### src/rtl/audio_rec_ctrl.sv
// audio_rec_ctrl: record/playback sequencer for the PDM audio path.
// Record: gates the deserializer and writes each completed word to the sample
// RAM at an incrementing address until stop or the RAM is full.
// Play: reads the stored words back one every PLAY_DIV cycles and presents
// them on sample_o with a one-cycle sample_valid_o pulse.
// Optional macro LOOP_PLAY_EN: playback wraps to address 0 after the last
// recorded word and keeps going until stop_i or reset.
module audio_rec_ctrl #(
  parameter int ADDR_W   = 14,
  parameter int PLAY_DIV = 16
) (
  input  logic              clock,
  input  logic              reset,
  input  logic              record_i,
  input  logic              play_i,
  input  logic              stop_i,
  input  logic              deser_done_i,
  input  logic [15:0]       deser_data_i,
  output logic              deser_enable_o,
  output logic [ADDR_W-1:0] mem_addr_o,
  output logic              mem_we_o,
  output logic [15:0]       mem_wdata_o,
  output logic              mem_re_o,
  input  logic [15:0]       mem_rdata_i,
  output logic [15:0]       sample_o,
  output logic              sample_valid_o,
  output logic [ADDR_W:0]   rec_len_o,
  output logic [1:0]        state_o
);

  localparam int MAX_WORDS = 2**ADDR_W;
  localparam int DIV_W     = (PLAY_DIV > 1) ? $clog2(PLAY_DIV) : 1;
  localparam logic [ADDR_W:0]  LAST_WPTR = (ADDR_W+1)'(MAX_WORDS-1);
  localparam logic [ADDR_W:0]  FULL_LEN  = (ADDR_W+1)'(MAX_WORDS);
  localparam logic [ADDR_W:0]  ONE       = (ADDR_W+1)'(1);
  localparam logic [DIV_W-1:0] DIV_LAST  = DIV_W'(PLAY_DIV-1);

  typedef enum logic [1:0] {
    S_IDLE = 2'd0,
    S_REC  = 2'd1,
    S_PLAY = 2'd2
  } state_t;

  state_t            state;
  logic [ADDR_W:0]   wptr;     // words written so far in this recording
  logic [ADDR_W:0]   rptr;     // next playback address
  logic [DIV_W-1:0]  div;      // playback cadence counter
  logic              rd_d1;    // RAM data for the last read is valid this cycle
  logic              last_rd;  // final word of a single-shot playback issued

  assign state_o = state;

  // Sequencer: mode control, RAM strobes and playback pipeline, all registered
  always_ff @(posedge clock or posedge reset) begin
    if (reset) begin
      state          <= S_IDLE;
      wptr           <= '0;
      rptr           <= '0;
      div            <= '0;
      rd_d1          <= 1'b0;
      last_rd        <= 1'b0;
      deser_enable_o <= 1'b0;
      mem_addr_o     <= '0;
      mem_we_o       <= 1'b0;
      mem_wdata_o    <= '0;
      mem_re_o       <= 1'b0;
      sample_o       <= '0;
      sample_valid_o <= 1'b0;
      rec_len_o      <= '0;
    end else begin
      // strobes are single-cycle unless re-asserted below
      mem_we_o       <= 1'b0;
      mem_re_o       <= 1'b0;
      sample_valid_o <= 1'b0;
      case (state)
        S_IDLE: begin
          deser_enable_o <= 1'b0;
          rd_d1          <= 1'b0;
          if (record_i) begin
            state          <= S_REC;
            wptr           <= '0;
            deser_enable_o <= 1'b1;
          end else if (play_i && rec_len_o != '0) begin
            state   <= S_PLAY;
            rptr    <= '0;
            div     <= '0;
            last_rd <= 1'b0;
          end
        end
        S_REC: begin
          if (deser_done_i) begin
            mem_we_o    <= 1'b1;
            mem_addr_o  <= wptr[ADDR_W-1:0];
            mem_wdata_o <= deser_data_i;
            wptr        <= wptr + ONE;
          end
          // a full RAM ends the recording on the write of the last slot
          if (deser_done_i && wptr == LAST_WPTR) begin
            rec_len_o      <= FULL_LEN;
            state          <= S_IDLE;
            deser_enable_o <= 1'b0;
          end else if (stop_i) begin
            // a word completing alongside stop is still kept
            rec_len_o      <= wptr + (ADDR_W+1)'(deser_done_i);
            state          <= S_IDLE;
            deser_enable_o <= 1'b0;
          end
        end
        S_PLAY: begin
          if (stop_i) begin
            // drop any read still in flight; sample_o keeps its old value
            state <= S_IDLE;
            rd_d1 <= 1'b0;
          end else begin
            rd_d1 <= mem_re_o;
            if (rd_d1) begin
              sample_o       <= mem_rdata_i;
              sample_valid_o <= 1'b1;
            end
            if (sample_valid_o && last_rd)
              state <= S_IDLE;
            div <= (div == DIV_LAST) ? '0 : div + DIV_W'(1);
            if (div == '0 && !last_rd) begin
              mem_re_o   <= 1'b1;
              mem_addr_o <= rptr[ADDR_W-1:0];
              if (rptr == rec_len_o - ONE) begin
`ifdef LOOP_PLAY_EN
                rptr <= '0;
`else
                rptr    <= rptr + ONE;
                last_rd <= 1'b1;
`endif
              end else begin
                rptr <= rptr + ONE;
              end
            end
          end
        end
        default: state <= S_IDLE;
      endcase
    end
  end

endmodule

### config.mk
export PLATFORM = sky130hd
export DESIGN_NAME = audio_rec_ctrl
export DESIGN_NICKNAME = d
export VERILOG_FILES = /design/src/rtl/audio_rec_ctrl.sv
export SDC_FILE = /design/constraint.sdc
export NUM_CORES = 1
export LEC_CHECK = 0
export CAP_MARGIN = 25
export CELL_PAD_IN_SITES_DETAIL_PLACEMENT = 1
export CELL_PAD_IN_SITES_GLOBAL_PLACEMENT = 2
export CORE_AREA = 2 2 92 160
export CTS_CLUSTER_SIZE = 8
export DETAILED_ROUTE_END_ITERATION = 8
export DIE_AREA = 0 0 94 162
export DONT_BUFFER_PORTS = 1
export PLACE_DENSITY = 0.78
export SETUP_SLACK_MARGIN = 0.3
export SYNTH_ARGS = -nofsm -noshare
export SYNTH_HDL_FRONTEND = slang
export SYNTH_SLANG_ARGS = --single-unit
### constraint.sdc
create_clock -name clock -period 3.8 [get_ports clock]
set_clock_uncertainty 0.15 [all_clocks]
set_input_delay 0.76 -clock clock [delete_from_list [all_inputs] [get_ports clock]]
set_output_delay 0.76 -clock clock [all_outputs]
set_load 0.01 [all_outputs]
==> results.txt <==
----------------------------------------------------
[Power and ir drop]
  Peak ir drop on the vdd network ... 0.000242 V
  Leak Pwr ... 2.61 nW
  Cell Pwr Density ... 580 mW/mm2

[Placed design]
  Final estimated routing congestion in global placement ... 0.856
  Number of buffer cells added on primary ports ... 0
  Post-DP HPWL ... 11200 um
  Dpl ws ... 1.01 ns

[GRT]
  First-pass GRT wire length ... 23400 um
  Largest net degree at the start of global routing ... 60
  Remaining Overflow, GRT ... 0
  Vias in the first global route ... 4260
  GR Util All Layers ... 19.9%
  Number of antenna violations at the first check in global routing ... 0

[Yosys]
  Post-Syn Instances ... 558
  Post-synthesis cell area ... 0.00529 mm2
  Sequential element share of the synthesized area ... 48.7%
  Average cell area after synthesis ... 9.48 um2
  Yosys warning total ... 0
  Commonest register cell after synthesis ... dfrtp_1
  Yosys reg bits ... 103
  Number of different library cells in the post-synthesis netlist ... 51
  Share of flip-flops with an asynchronous set or reset after synthesis ... 100%
  Number of flops mapped to enable cells by yosys ... 0
  Number of nets in the synthesized netlist ... 604

[Worst setup path]
  Critical Path RT ... 3.90 ns
  Standard cell with the maximum stage delay on the critical path ... and4b_1
  Critical Path, Cell by Cell ... and4_1, and3_1, and4b_1, o211ai_2, buf_16, o31ai_1
  Launching element type of the critical path ... flip-flop
  Max incr delay on CP ... 0.65 ns
  Reg-to-reg setup timing slack ... 1.01 ns
  R2R cell count ... 6
  Highest net fanout along the worst path ... 24
  Category of the most critical setup path ... flip-flop to flip-flop
  Kind of capture point of the worst setup path ... flip-flop
  Critical path data arrival time ... 2.89 ns
  Crit Reg-Reg Endpoint ... rec_len_o[6]
  Startpoint of the worst-slack reg-to-reg timing path ... wptr[8]

[Cells and area]
  Area growth syn-to-layout ... 8.65%
  Area occupied by multi-input gates ... 0.00252 mm2
  Final nets ... 588
  Sequential cell area in the final layout ... 0.00258 mm2
  Final core area utilization ... 41.3%
  Layout cell share with drive strength beyond 1 ... 9.71%
  Diodes inserted ... 0
  Most used cells in the layout excluding fill and tap cells ... nand2_1 (110), dfrtp_1 (103), nor2_1 (45)
  Commonest non-fill, non-tap cell in the layout ... nand2_1
  Fill cell count ... 1587

[Detailed routing]
  Pre-Repair DR Iteration Count ... 4
  Count of nets left with antenna violations after detail routing ... 0
  Starting DRC count in detailed routing ... 192
  Final routed wirelength across all metal layers ... 14900 um
  Via count ... 3991
  Per-cell routed wire length ... 20.6 um
  DRC violations left ... 0
  Vias/cell ... 5.52

[CTS]
  Deepest clock path buffer count ... 2
  Clock root cell ... clkbuf_16
  Setup repair bufs after CTS ... 0
  CTS H-tree lvls ... 3
  CTS tree ... built
  Clk sinks ... 103
  CTS hold repair buffers ... 0
  Number of gates resized after CTS ... 0
  Clock slew at reported path FFs ... 0.08 ns
  TritonCTS Buffers ... 9
  Later-pin clock latency in the skew report ... 0.35 ns

[Status]
  Result of the run ... completed

[Min path]
  Type of the most critical hold path ... primary input to asynchronous set/reset pin

[Timing]
  Number of failing setup endpoints in the final timing report ... 0
  Post-Route Setup TNS ... 0 ns
  Highest achievable clock rate ... 358 MHz
  Slew at the pin closest to its max-slew limit ... 0.925 ns
  Total count of max-transition violations in the final report ... 0
  Minimum clock period after layout ... 2.79 ns
  Final worst-path setup slack ... 1.01 ns
  RSZ-0062 raised after global routing ... false
  Period utilisation layout ... 73.5%
  Worst slew margin relative to its limit ... 37.4%
  Final hold violation count ... 0

[Floorplanning]
  Placeable Area ... 0.0139 mm2
  Cell row count ... 57
  Die Footprint ... 0.0152 mm2
  Starting utilization of the core area ... 38.0%
  Die Height ... 162 um
  Horizontal die dimension ... 94 um
  Top-Level Pins ... 105

[Run]
  Number of max-capacitance violations reported ... 0

----------------------------------------------------
==> cells in the mapped netlist, types with 3 or more instances <==
master | number | share of area (%)
or3_1 | 5 | 0.59
nor2b_1 | 4 | 0.47
xor2_1 | 14 | 2.3
inv_1 | 10 | 0.71
clkbuf_1 | 21 | 1.5
a21oi_1 | 11 | 1.0
mux2_2 | 18 | 3.8
nand3_1 | 13 | 1.2
nor4b_1 | 4 | 0.66
a21o_1 | 4 | 0.57
mux2i_1 | 14 | 2.6
or2_2 | 3 | 0.35
o31ai_1 | 12 | 1.7
o21ai_0 | 33 | 3.1
xnor2_1 | 36 | 6.0
nor4_1 | 5 | 0.59
nand2b_1 | 4 | 0.47
nand2_1 | 110 | 7.8
nor3_1 | 16 | 1.5
nand3b_1 | 3 | 0.43
nor2_1 | 45 | 3.2
o211ai_1 | 4 | 0.57
ha_1 | 8 | 1.9
nand4_1 | 12 | 1.4
and3_1 | 5 | 0.59
buf_2 | 11 | 1.0
dfrtp_1 | 103 | 49
or4_1 | 3 | 0.43
==> area by class of cell <==
type | instances | area share (%)
clock inverters | 6 | 1.35
clock buffers | 9 | 3.92
well taps | 177 | 3.85
repair buffers | 9 | 1.52
inverters | 10 | 0.718
multi-input cells | 409 | 43.8
flip-flops and latches | 103 | 44.8
==> where the power goes <==
part           internal [mW]  switching [mW]  total [mW]
clock                  0.521           0.442       0.963
sequential              1.25           0.233        1.48
combinational          0.329           0.563       0.893
total                   2.10            1.24        3.34
==> per-stage QoR <==
step	instances	instance area [um2]	hold WS (ns)	total power [mW]
after floorplan	558	5300	0.321	2.11
after global placement	707	5420	0.336	2.35
after detailed placement	708	5450	0.339	2.40
after CTS	723	5750	0.345	3.37
after global routing	723	5750	0.360	3.53
final	723	5750	0.315	3.34
==> registers in the layout, summed over array words and instances (netlist names), 2 cells and up <==
signal	flops
wptr	15
sample_o	16
div	4
state_o	2
rptr	15
rec_len_o	15
mem_wdata_o	16
mem_addr_o	14
==> layer usage <==
metal | part of all wire (%) | global-route usage (%) | up-vias
met3 | 2.7 | 3.06 | 22
met2 | 57 | 37.2 | 66
li1 | - | - | 1873
met5 | 0 | 0 | -
met4 | 2.5 | 6.72 | 0
met1 | 38 | 22.7 | 2030
==> cells by family (layout without fill, tap and decap cells) <==
logic type	count (synthesis)	count (layout)	share of synthesized area, %
xor+xnor	50	50	8.28
compound gates	76	76	9.08
mux	32	32	6.48
flops	103	103	48.7
simple gates	243	243	21.9
buf+inv	46	34	3.69
fa+ha+maj	8	8	1.89
==> critical path: cells and delay by family, from the launching register on <==
kind,cells,cell delay [ns]
flip-flops,1,0.54
buffers and inverters,1,0.26
AO/OA/AOI/OAI,2,0.57
AND/OR/NAND/NOR,3,1.16
==> how the worst max path moves through the flow <==
stage / from / end / slack, ns
final: wptr[8] / rec_len_o[6] / 1.01
after global placement: wptr[8] / rec_len_o[11] / 0.78
after global routing: wptr[8] / rec_len_o[12] / 0.78
after CTS: wptr[8] / rec_len_o[6] / 0.96
after floorplan: record_i / wptr[11] / 1.60
after detailed placement: wptr[8] / rec_len_o[6] / 1.01
Note: power is estimated with default switching activity, not from simulation.
